## config.mk

```make
export PLATFORM = sky130hd
export DESIGN_NAME = axi_burst_mem_slave_flat
export DESIGN_NICKNAME = d
export VERILOG_FILES = /design/src/rtl/axi_burst_mem_slave_pkg.sv /design/src/rtl/axi_burst_mem_slave_if.sv /design/src/rtl/axi_beat_addr_gen.sv /design/src/rtl/axi_burst_mem_slave.sv /design/src/flat_wrapper.sv
export SDC_FILE = /design/constraint.sdc
export NUM_CORES = 1
export LEC_CHECK = 0
export ABC_AREA = 1
export BUFFER_PORTS_ARGS = -buffer_cell sky130_fd_sc_hd__buf_2
export CAP_MARGIN = 15
export CORE_AREA = 2 2 231 233
export DETAILED_ROUTE_END_ITERATION = 16
export DIE_AREA = 0 0 233 235
export PLACE_DENSITY = 0.62
export SLEW_MARGIN = 20
export SYNTH_ARGS = -nofsm -noshare
export SYNTH_HDL_FRONTEND = slang
export SYNTH_SLANG_ARGS = --single-unit
```

## constraint.sdc

```tcl
create_clock -name clk -period 7.15 [get_ports clk]
set_input_delay 0.715 -clock clk [delete_from_list [all_inputs] [get_ports clk]]
set_output_delay 0.715 -clock clk [all_outputs]
set_load 0.01 [all_outputs]
```

## src/rtl/axi_burst_mem_slave_pkg.sv

```systemverilog
// Shared encodings for the AXI burst memory slave: engine states, response
// codes, burst types and the widest legal beat size for a data width.
package axi_burst_mem_slave_pkg;

  typedef enum logic [1:0] {
    W_IDLE = 2'b00,
    W_DATA = 2'b01,
    W_RESP = 2'b10
  } w_state_t;

  typedef enum logic [1:0] {
    R_IDLE  = 2'b00,
    R_FETCH = 2'b01,
    R_DATA  = 2'b10
  } r_state_t;

  localparam logic [1:0] RESP_OKAY   = 2'b00;
  localparam logic [1:0] RESP_SLVERR = 2'b10;

  localparam logic [1:0] BURST_FIXED = 2'b00;
  localparam logic [1:0] BURST_INCR  = 2'b01;
  localparam logic [1:0] BURST_WRAP  = 2'b10;
  localparam logic [1:0] BURST_RSVD  = 2'b11;

  function automatic logic [2:0] max_size(input int data_w);
    return (data_w == 64) ? 3'd3 : 3'd2;
  endfunction

endpackage

```

## src/rtl/axi_burst_mem_slave_if.sv

```systemverilog
// AXI4 bus bundle between the interconnect (master) and the burst memory slave.
interface axi_burst_mem_slave_if #(
  parameter int DATA_W = 64,
  parameter int ADDR_W = 64,
  parameter int ID_W   = 4
);
  logic [ID_W-1:0]     aw_id;
  logic [ADDR_W-1:0]   aw_addr;
  logic [7:0]          aw_len;
  logic [2:0]          aw_size;
  logic [1:0]          aw_burst;
  logic                aw_valid;
  logic                aw_ready;

  logic [DATA_W-1:0]   w_data;
  logic [DATA_W/8-1:0] w_strb;
  logic                w_last;
  logic                w_valid;
  logic                w_ready;

  logic [ID_W-1:0]     b_id;
  logic [1:0]          b_resp;
  logic                b_valid;
  logic                b_ready;

  logic [ID_W-1:0]     ar_id;
  logic [ADDR_W-1:0]   ar_addr;
  logic [7:0]          ar_len;
  logic [2:0]          ar_size;
  logic [1:0]          ar_burst;
  logic                ar_valid;
  logic                ar_ready;

  logic [ID_W-1:0]     r_id;
  logic [DATA_W-1:0]   r_data;
  logic [1:0]          r_resp;
  logic                r_last;
  logic                r_valid;
  logic                r_ready;

  modport slave (
    input  aw_id, aw_addr, aw_len, aw_size, aw_burst, aw_valid,
    output aw_ready,
    input  w_data, w_strb, w_last, w_valid,
    output w_ready,
    output b_id, b_resp, b_valid,
    input  b_ready,
    input  ar_id, ar_addr, ar_len, ar_size, ar_burst, ar_valid,
    output ar_ready,
    output r_id, r_data, r_resp, r_last, r_valid,
    input  r_ready
  );

  modport master (
    output aw_id, aw_addr, aw_len, aw_size, aw_burst, aw_valid,
    input  aw_ready,
    output w_data, w_strb, w_last, w_valid,
    input  w_ready,
    input  b_id, b_resp, b_valid,
    output b_ready,
    output ar_id, ar_addr, ar_len, ar_size, ar_burst, ar_valid,
    input  ar_ready,
    input  r_id, r_data, r_resp, r_last, r_valid,
    output r_ready
  );

endinterface

```

## src/rtl/axi_beat_addr_gen.sv

```systemverilog
// Next-beat address for FIXED/INCR bursts plus legality of size/burst.
module axi_beat_addr_gen
  import axi_burst_mem_slave_pkg::*;
#(
  parameter int ADDR_W = 64,
  parameter int DATA_W = 64
) (
  input  logic [ADDR_W-1:0] addr,
  input  logic [2:0]        size,
  input  logic [1:0]        burst,
  output logic [ADDR_W-1:0] next_addr,
  output logic              illegal
);
  localparam logic [2:0]        MAX_SIZE = max_size(DATA_W);
  localparam logic [ADDR_W-1:0] ONE      = {{(ADDR_W-1){1'b0}}, 1'b1};

  logic [ADDR_W-1:0] step_s;

  // INCR aligns down to the beat size before stepping; wraps modulo 2^ADDR_W
  always_comb begin
    step_s  = ONE << size;
    illegal = (size > MAX_SIZE) || (burst == BURST_WRAP) || (burst == BURST_RSVD);
    case (burst)
      BURST_FIXED: next_addr = addr;
      BURST_INCR:  next_addr = (addr & ~(step_s - ONE)) + step_s;
      default:     next_addr = addr;
    endcase
  end

endmodule

```

## src/rtl/axi_burst_mem_slave.sv

```systemverilog
// AXI4 slave memory model: independent write and read engines that turn
// INCR/FIXED bursts into single-beat memory accesses, SLVERR on illegal requests.
module axi_burst_mem_slave
  import axi_burst_mem_slave_pkg::*;
#(
  parameter int DATA_W = 64,
  parameter int ADDR_W = 64,
  parameter int ID_W   = 4
) (
  input  logic                  clk,
  input  logic                  rst,
  axi_burst_mem_slave_if.slave  s_axi,
  output logic                  mem_we,
  output logic [ADDR_W-1:0]     mem_waddr,
  output logic [DATA_W-1:0]     mem_wdata,
  output logic [DATA_W/8-1:0]   mem_wstrb,
  output logic                  mem_re,
  output logic [ADDR_W-1:0]     mem_raddr,
  input  logic [DATA_W-1:0]     mem_rdata
);
  localparam int STRB_W = DATA_W / 8;

  w_state_t          w_state_r, w_next_s;
  logic [ID_W-1:0]   w_id_r;
  logic [ADDR_W-1:0] w_addr_r, w_gen_addr_s, w_next_addr_s;
  logic [7:0]        w_len_r, w_cnt_r;
  logic [2:0]        w_size_r, w_gen_size_s;
  logic [1:0]        w_burst_r, w_gen_burst_s;
  logic              w_err_r, w_illegal_s;

  r_state_t          r_state_r, r_next_s;
  logic [ID_W-1:0]   r_id_r;
  logic [ADDR_W-1:0] r_addr_r, r_gen_addr_s, r_next_addr_s;
  logic [7:0]        r_len_r, r_cnt_r;
  logic [2:0]        r_size_r, r_gen_size_s;
  logic [1:0]        r_burst_r, r_gen_burst_s;
  logic              r_err_r, r_illegal_s;

  // Generators see the incoming request while idle so legality is known at the handshake
  always_comb begin
    if (w_state_r == W_IDLE) begin
      w_gen_addr_s  = s_axi.aw_addr;
      w_gen_size_s  = s_axi.aw_size;
      w_gen_burst_s = s_axi.aw_burst;
    end else begin
      w_gen_addr_s  = w_addr_r;
      w_gen_size_s  = w_size_r;
      w_gen_burst_s = w_burst_r;
    end
    if (r_state_r == R_IDLE) begin
      r_gen_addr_s  = s_axi.ar_addr;
      r_gen_size_s  = s_axi.ar_size;
      r_gen_burst_s = s_axi.ar_burst;
    end else begin
      r_gen_addr_s  = r_addr_r;
      r_gen_size_s  = r_size_r;
      r_gen_burst_s = r_burst_r;
    end
  end

  axi_beat_addr_gen #(.ADDR_W(ADDR_W), .DATA_W(DATA_W)) u_w_gen (
    .addr(w_gen_addr_s), .size(w_gen_size_s), .burst(w_gen_burst_s),
    .next_addr(w_next_addr_s), .illegal(w_illegal_s)
  );

  axi_beat_addr_gen #(.ADDR_W(ADDR_W), .DATA_W(DATA_W)) u_r_gen (
    .addr(r_gen_addr_s), .size(r_gen_size_s), .burst(r_gen_burst_s),
    .next_addr(r_next_addr_s), .illegal(r_illegal_s)
  );

  // Engine state registers
  always_ff @(posedge clk or negedge rst) begin
    if (!rst) begin
      w_state_r <= W_IDLE;
      r_state_r <= R_IDLE;
    end else begin
      w_state_r <= w_next_s;
      r_state_r <= r_next_s;
    end
  end

  // Write next-state and outputs
  always_comb begin
    w_next_s       = w_state_r;
    s_axi.aw_ready = 1'b0;
    s_axi.w_ready  = 1'b0;
    s_axi.b_valid  = 1'b0;
    s_axi.b_id     = {ID_W{1'b0}};
    s_axi.b_resp   = RESP_OKAY;
    mem_we         = 1'b0;
    mem_waddr      = {ADDR_W{1'b0}};
    mem_wdata      = {DATA_W{1'b0}};
    mem_wstrb      = {STRB_W{1'b0}};
    case (w_state_r)
      W_IDLE: begin
        s_axi.aw_ready = 1'b1;
        if (s_axi.aw_valid) w_next_s = W_DATA;
        else                w_next_s = W_IDLE;
      end
      W_DATA: begin
        s_axi.w_ready = 1'b1;
        if (s_axi.w_valid) begin
          if (!w_err_r) begin
            mem_we    = 1'b1;
            mem_waddr = w_addr_r;
            mem_wdata = s_axi.w_data;
            mem_wstrb = s_axi.w_strb;
          end else begin
            mem_we    = 1'b0;
          end
          if (s_axi.w_last) w_next_s = W_RESP;
          else              w_next_s = W_DATA;
        end else begin
          w_next_s = W_DATA;
        end
      end
      W_RESP: begin
        s_axi.b_valid = 1'b1;
        s_axi.b_id    = w_id_r;
        s_axi.b_resp  = w_err_r ? RESP_SLVERR : RESP_OKAY;
        if (s_axi.b_ready) w_next_s = W_IDLE;
        else               w_next_s = W_RESP;
      end
      default: w_next_s = W_IDLE;
    endcase
  end

  // Write request latch, beat counter and error tracking
  always_ff @(posedge clk or negedge rst) begin
    if (!rst) begin
      w_id_r    <= {ID_W{1'b0}};
      w_addr_r  <= {ADDR_W{1'b0}};
      w_len_r   <= 8'd0;
      w_cnt_r   <= 8'd0;
      w_size_r  <= 3'd0;
      w_burst_r <= 2'b00;
      w_err_r   <= 1'b0;
    end else begin
      case (w_state_r)
        W_IDLE: if (s_axi.aw_valid) begin
          w_id_r    <= s_axi.aw_id;
          w_addr_r  <= s_axi.aw_addr;
          w_len_r   <= s_axi.aw_len;
          w_size_r  <= s_axi.aw_size;
          w_burst_r <= s_axi.aw_burst;
          w_cnt_r   <= 8'd0;
          w_err_r   <= w_illegal_s;
        end
        W_DATA: if (s_axi.w_valid) begin
          w_addr_r <= w_next_addr_s;
          // counter holds on the last beat so len=255 never wraps
          if (!s_axi.w_last) w_cnt_r <= w_cnt_r + 8'd1;
          if (s_axi.w_last != (w_cnt_r == w_len_r)) w_err_r <= 1'b1;
        end
        default: ;
      endcase
    end
  end

  // Read next-state and outputs
  always_comb begin
    r_next_s       = r_state_r;
    s_axi.ar_ready = 1'b0;
    s_axi.r_valid  = 1'b0;
    s_axi.r_id     = {ID_W{1'b0}};
    s_axi.r_data   = {DATA_W{1'b0}};
    s_axi.r_resp   = RESP_OKAY;
    s_axi.r_last   = 1'b0;
    mem_re         = 1'b0;
    mem_raddr      = {ADDR_W{1'b0}};
    case (r_state_r)
      R_IDLE: begin
        s_axi.ar_ready = 1'b1;
        if (s_axi.ar_valid) r_next_s = R_FETCH;
        else                r_next_s = R_IDLE;
      end
      R_FETCH: begin
        if (!r_err_r) begin
          mem_re    = 1'b1;
          mem_raddr = r_addr_r;
        end else begin
          mem_re    = 1'b0;
        end
        r_next_s = R_DATA;
      end
      R_DATA: begin
        s_axi.r_valid = 1'b1;
        s_axi.r_id    = r_id_r;
        s_axi.r_data  = r_err_r ? {DATA_W{1'b0}} : mem_rdata;
        s_axi.r_resp  = r_err_r ? RESP_SLVERR : RESP_OKAY;
        s_axi.r_last  = (r_cnt_r == r_len_r);
        if (s_axi.r_ready) r_next_s = (r_cnt_r == r_len_r) ? R_IDLE : R_FETCH;
        else               r_next_s = R_DATA;
      end
      default: r_next_s = R_IDLE;
    endcase
  end

  // Read request latch and beat counter
  always_ff @(posedge clk or negedge rst) begin
    if (!rst) begin
      r_id_r    <= {ID_W{1'b0}};
      r_addr_r  <= {ADDR_W{1'b0}};
      r_len_r   <= 8'd0;
      r_cnt_r   <= 8'd0;
      r_size_r  <= 3'd0;
      r_burst_r <= 2'b00;
      r_err_r   <= 1'b0;
    end else begin
      case (r_state_r)
        R_IDLE: if (s_axi.ar_valid) begin
          r_id_r    <= s_axi.ar_id;
          r_addr_r  <= s_axi.ar_addr;
          r_len_r   <= s_axi.ar_len;
          r_size_r  <= s_axi.ar_size;
          r_burst_r <= s_axi.ar_burst;
          r_cnt_r   <= 8'd0;
          r_err_r   <= r_illegal_s;
        end
        R_DATA: if (s_axi.r_ready && (r_cnt_r != r_len_r)) begin
          r_cnt_r  <= r_cnt_r + 8'd1;
          r_addr_r <= r_next_addr_s;
        end
        default: ;
      endcase
    end
  end

endmodule

```

## src/flat_wrapper.sv

```systemverilog
// flat-port wrapper written by rule: the top's interface ports become plain ports
module axi_burst_mem_slave_flat import axi_burst_mem_slave_pkg::*;
#(
  parameter int DATA_W = 64,
  parameter int ADDR_W = 64,
  parameter int ID_W   = 4
)
  (clk, rst, mem_we, mem_waddr, mem_wdata, mem_wstrb, mem_re, mem_raddr, mem_rdata, s_axi_aw_id, s_axi_aw_addr, s_axi_aw_len, s_axi_aw_size, s_axi_aw_burst, s_axi_aw_valid, s_axi_aw_ready, s_axi_w_data, s_axi_w_strb, s_axi_w_last, s_axi_w_valid, s_axi_w_ready, s_axi_b_id, s_axi_b_resp, s_axi_b_valid, s_axi_b_ready, s_axi_ar_id, s_axi_ar_addr, s_axi_ar_len, s_axi_ar_size, s_axi_ar_burst, s_axi_ar_valid, s_axi_ar_ready, s_axi_r_id, s_axi_r_data, s_axi_r_resp, s_axi_r_last, s_axi_r_valid, s_axi_r_ready);
  axi_burst_mem_slave_if #(.DATA_W(DATA_W), .ADDR_W(ADDR_W), .ID_W(ID_W)) s_axi_i ();
  input  logic clk;
  input  logic rst;
  output logic mem_we;
  output logic [ADDR_W-1:0] mem_waddr;
  output logic [DATA_W-1:0] mem_wdata;
  output logic [DATA_W/8-1:0] mem_wstrb;
  output logic mem_re;
  output logic [ADDR_W-1:0] mem_raddr;
  input  logic [DATA_W-1:0] mem_rdata;
  input wire logic [$bits(s_axi_i.aw_id)-1:0] s_axi_aw_id;
  input wire logic [$bits(s_axi_i.aw_addr)-1:0] s_axi_aw_addr;
  input wire logic [$bits(s_axi_i.aw_len)-1:0] s_axi_aw_len;
  input wire logic [$bits(s_axi_i.aw_size)-1:0] s_axi_aw_size;
  input wire logic [$bits(s_axi_i.aw_burst)-1:0] s_axi_aw_burst;
  input wire logic [$bits(s_axi_i.aw_valid)-1:0] s_axi_aw_valid;
  output wire logic [$bits(s_axi_i.aw_ready)-1:0] s_axi_aw_ready;
  input wire logic [$bits(s_axi_i.w_data)-1:0] s_axi_w_data;
  input wire logic [$bits(s_axi_i.w_strb)-1:0] s_axi_w_strb;
  input wire logic [$bits(s_axi_i.w_last)-1:0] s_axi_w_last;
  input wire logic [$bits(s_axi_i.w_valid)-1:0] s_axi_w_valid;
  output wire logic [$bits(s_axi_i.w_ready)-1:0] s_axi_w_ready;
  output wire logic [$bits(s_axi_i.b_id)-1:0] s_axi_b_id;
  output wire logic [$bits(s_axi_i.b_resp)-1:0] s_axi_b_resp;
  output wire logic [$bits(s_axi_i.b_valid)-1:0] s_axi_b_valid;
  input wire logic [$bits(s_axi_i.b_ready)-1:0] s_axi_b_ready;
  input wire logic [$bits(s_axi_i.ar_id)-1:0] s_axi_ar_id;
  input wire logic [$bits(s_axi_i.ar_addr)-1:0] s_axi_ar_addr;
  input wire logic [$bits(s_axi_i.ar_len)-1:0] s_axi_ar_len;
  input wire logic [$bits(s_axi_i.ar_size)-1:0] s_axi_ar_size;
  input wire logic [$bits(s_axi_i.ar_burst)-1:0] s_axi_ar_burst;
  input wire logic [$bits(s_axi_i.ar_valid)-1:0] s_axi_ar_valid;
  output wire logic [$bits(s_axi_i.ar_ready)-1:0] s_axi_ar_ready;
  output wire logic [$bits(s_axi_i.r_id)-1:0] s_axi_r_id;
  output wire logic [$bits(s_axi_i.r_data)-1:0] s_axi_r_data;
  output wire logic [$bits(s_axi_i.r_resp)-1:0] s_axi_r_resp;
  output wire logic [$bits(s_axi_i.r_last)-1:0] s_axi_r_last;
  output wire logic [$bits(s_axi_i.r_valid)-1:0] s_axi_r_valid;
  input wire logic [$bits(s_axi_i.r_ready)-1:0] s_axi_r_ready;
  assign s_axi_i.aw_id = s_axi_aw_id;
  assign s_axi_i.aw_addr = s_axi_aw_addr;
  assign s_axi_i.aw_len = s_axi_aw_len;
  assign s_axi_i.aw_size = s_axi_aw_size;
  assign s_axi_i.aw_burst = s_axi_aw_burst;
  assign s_axi_i.aw_valid = s_axi_aw_valid;
  assign s_axi_aw_ready = s_axi_i.aw_ready;
  assign s_axi_i.w_data = s_axi_w_data;
  assign s_axi_i.w_strb = s_axi_w_strb;
  assign s_axi_i.w_last = s_axi_w_last;
  assign s_axi_i.w_valid = s_axi_w_valid;
  assign s_axi_w_ready = s_axi_i.w_ready;
  assign s_axi_b_id = s_axi_i.b_id;
  assign s_axi_b_resp = s_axi_i.b_resp;
  assign s_axi_b_valid = s_axi_i.b_valid;
  assign s_axi_i.b_ready = s_axi_b_ready;
  assign s_axi_i.ar_id = s_axi_ar_id;
  assign s_axi_i.ar_addr = s_axi_ar_addr;
  assign s_axi_i.ar_len = s_axi_ar_len;
  assign s_axi_i.ar_size = s_axi_ar_size;
  assign s_axi_i.ar_burst = s_axi_ar_burst;
  assign s_axi_i.ar_valid = s_axi_ar_valid;
  assign s_axi_ar_ready = s_axi_i.ar_ready;
  assign s_axi_r_id = s_axi_i.r_id;
  assign s_axi_r_data = s_axi_i.r_data;
  assign s_axi_r_resp = s_axi_i.r_resp;
  assign s_axi_r_last = s_axi_i.r_last;
  assign s_axi_r_valid = s_axi_i.r_valid;
  assign s_axi_i.r_ready = s_axi_r_ready;
  axi_burst_mem_slave #(.DATA_W(DATA_W), .ADDR_W(ADDR_W), .ID_W(ID_W)) u_core (.clk(clk), .rst(rst), .s_axi(s_axi_i), .mem_we(mem_we), .mem_waddr(mem_waddr), .mem_wdata(mem_wdata), .mem_wstrb(mem_wstrb), .mem_re(mem_re), .mem_raddr(mem_raddr), .mem_rdata(mem_rdata));
endmodule
```

==> results.ini <==
[synth]
synth.distinct_cells=58
synth.area.top_cells=dfrtp_1, nand2_1, nor2_1
syn_inst=3531
synth_edf_count=0
async_reset_ff_frac=1.00
ys_ff_latch=184
syn_area_um2=19500
netlist.area_leader.share=0.237
synth_top_area_cell=dfrtp_1
ys_seq_area_frac=0.237
synthFlopType=dfrtp_1
ys_warn_count=0
synth.avg_cell_area_um2=5.51

[worst_setup_path]
r2r_slack_ps=2610
cp_cell_sequence=nor2_4, buf_4, nand2_1, nand2_2, nand2_1, nor2_1, inv_1, ha_1, inv_1, nor2_1, ha_1, inv_1, nor2_1, inv_1, nor2_1, nand3_1, nand3_1, nand4_1, xor2_1, nand2_1, nand2_1, nand2_1
reg2reg_to=u_core.w_addr_r[35]
cp.depth=22
worstSetupStartpointType=register
crit_arrival_ps=4960
crit_end=u_core.w_addr_r[35]
crit_slowest_cell=nand3_1
timing.rr.start=u_core.w_state_r[1]
startpoint=u_core.w_state_r[1]
end_kind=register
slowest_delay_ps=560
critPathMostFrequentCell=nand2_1
cp.required_ps=7560
path_buf_inv=5
critPathKind=register to register
cp_top_family=simple AND/OR/NAND/NOR gates
critPathMaxFanout=59
reg2reg_depth=22

[timing]
slew_viol_final=0
fin_crit_sh=0.635
final-setup-viol-count=0
clock_skew_ps=13.4
max_slew_margin=0.300
fin_setup_tns_ps=0
min_period_ps=4540
worstMarginPinSlew_ps=1050
rsz0062_at_grt=false
max_freq_mhz=220
hold_viol_final=0

[placement]
io_buffers=587
dpl.hpwl_mm=65.4
dp.cells=4677
gp_congestion=0.977

[global_route]
grt_antenna_before_repair=11
grt_max_degree=94
gr-total-overflow=0
grt.total_usage=0.301
grt_pass1_vias=21775
grt_pass1_wl_mm=127

[clocking]
postCtsHoldBufs=0
numCtsBuffers=17
cts_sinks=184
postCtsSetupBuffers=0
htree_num_levels=4
clk_path_buf_depth=2
cts-root-buf=clkbuf_16
clock_latency_ps=520
cts_tree=yes
cts_resized=0
clkTransAtPathRegs_ps=80

[min_path]
hold_class=input port to asynchronous set/reset pin

[routing]
wl_mm=83.5
via_per_inst=5.03
wl_per_cell_um=17.7
first_pass_iters=6
ant_nets=0
drc=0
drt_iter0_drc=2047
vias=23704

[power_and_ir_drop]
p_per_area_nw_per_um2=412
p_switching_mw=5.67
intPower_mw=3.94
p_sw_frac=0.590
vdd_drop_max_mv=0.246
p_leak_nw=13.1
power_frac_comb=0.698
clkPwrFrac=0.109
pwr-share-seq=0.192

[final_layout]
area_growth_pct=19.8
drive_above_1_share=0.196
final-instance-count-excl-fill=4714
layout.nets=4328

[floorplan]
start_util=0.373
io_pins=590
num_rows=84
fp.dieW_um=233
die_h_um=235
core_um2=52200
fp.dieArea_um2=54800

[job]
maxCapViolCount=0

[outcome]
status=complete, no violations

[power groups by stage]
| stage | Clock (mW) | Combinational, mW | Sequential [mW] |
|---|---|---|---|
| after global placement | 0 | 6.61 | 1.86 |
| final | 1.05 | 6.71 | 1.85 |
| after floorplan | 0 | 4.95 | 1.77 |
| after CTS | 1.07 | 6.65 | 1.84 |
| after global routing | 1.11 | 7.54 | 1.91 |
| after detailed placement | 0 | 6.62 | 1.86 |
[worst min-delay path by stage]
stage / from / depth (start not counted) / end
final: rst / 1 / u_core.w_size_r[0]
after floorplan: rst / 0 / u_core.r_addr_r[0]
after global placement: u_core.w_addr_r[39] / 2 / u_core.w_addr_r[39]
after CTS: rst / 1 / u_core.w_size_r[0]
after global routing: rst / 1 / u_core.w_addr_r[1]
after detailed placement: u_core.r_addr_r[62] / 2 / u_core.r_addr_r[62]
[logic make-up after synthesis]
| logic type | count (synthesis) | synth area share |
|---|---|---|
| AOI/OAI and AO/OA | 394 | 0.111 |
| xor gates and xnor gates | 55 | 0.0247 |
| adders and majority gates | 14 | 0.00900 |
| buffers and inverters | 689 | 0.143 |
| DFF | 184 | 0.237 |
| muxes | 3 | 0.00154 |
| other | 1 | 0.000193 |
| and+or+nand+nor | 2191 | 0.474 |
[sequential cells by signal, summed over array words and instances (netlist names)]
name	cells
u_core.r_addr_r	64
u_core.w_addr_r	64
u_core.r_cnt_r	8
u_core.r_len_r	8
u_core.w_cnt_r	8
u_core.w_len_r	8
u_core.r_id_r	4
u_core.w_id_r	4
u_core.r_size_r	3
u_core.w_size_r	3
u_core.r_burst_r	2
u_core.r_state_r	2
u_core.w_burst_r	2
u_core.w_state_r	2
u_core.r_err_r	1
u_core.w_err_r	1
[metal layers]
layer / share of wire / vias up / track usage
li1: - / 11842 / -
met2: 0.45 / 943 / 0.474
met5: 0.00071 / - / 0
met4: 0.032 / 10 / 0.108
met3: 0.081 / 134 / 0.0615
met1: 0.44 / 10775 / 0.405
[worst reg2reg max path: stages (launching register included)]
cell     delay [ps]
dfrtp_1         460
nor2_4          130
buf_4           530
nand2_1         140
nand2_2         220
nand2_1         120
nor2_1          140
inv_1            60
ha_1            280
inv_1            50
nor2_1           40
ha_1            330
inv_1            70
nor2_1          170
inv_1           100
nor2_1          260
nand3_1         140
nand3_1         560
nand4_1         270
xor2_1          200
nand2_1          60
nand2_1          70
nand2_1          40
[final cells by class]
type / count / area (µm²)
antenna: 5 / 12.5
clock buffer: 17 / 425
clock inverter: 15 / 183
fill: 5825 / 28900
inverter: 536 / 2020
multi-input combinational: 2659 / 12100
sequential: 184 / 4600
tap: 688 / 861
timing repair buffer: 610 / 3120
[metrics by stage]
stage | hold slack (ps) | worst slack, ps | util | cell area [µm²] | total power, mW
6_report | 175 | 2610 | 0.446 | 23300 | 9.62
5_1_grt | 214 | 2200 | 0.446 | 23300 | 10.6
4_1_cts | 193 | 2670 | 0.446 | 23300 | 9.56
3_5_place_dp | 466 | 2710 | 0.435 | 22700 | 8.48
3_3_place_gp | 462 | 2780 | 0.435 | 22700 | 8.47
2_1_floorplan | 419 | 4010 | - | 19500 | 6.71
[cell usage in the layout, fill, tap and decap left out, types with 14 or more instances in the layout]
| master | count |
|---|---|
| nand2_1 | 1131 |
| buf_2 | 586 |
| nor2_1 | 570 |
| inv_1 | 519 |
| nand3_1 | 264 |
| o21ai_0 | 195 |
| dfrtp_1 | 184 |
| a21oi_1 | 88 |
| o21ai_1 | 52 |
| nand4_1 | 50 |
| xor2_1 | 42 |
| or2_2 | 39 |
| nor3_1 | 30 |
| nand2_2 | 23 |
| nor2_2 | 23 |
| buf_4 | 23 |
| clkbuf_16 | 17 |
| o211ai_1 | 14 |
| ha_1 | 14 |
[cell usage after synthesis (11+ instances only)]
cell,instances
a21oi_1,88
buf_1,16
buf_2,24
buf_6,17
clkbuf_1,85
dfrtp_1,184
ha_1,14
inv_1,521
inv_2,11
nand2_1,1132
nand2_2,22
nand3_1,264
nand3_2,13
nand4_1,50
nor2_1,572
nor2_2,24
nor3_1,30
o211ai_1,14
o21ai_0,195
o21ai_1,52
or2_2,39
xnor2_1,13
xor2_1,42
(Power assumes the default switching activity.)
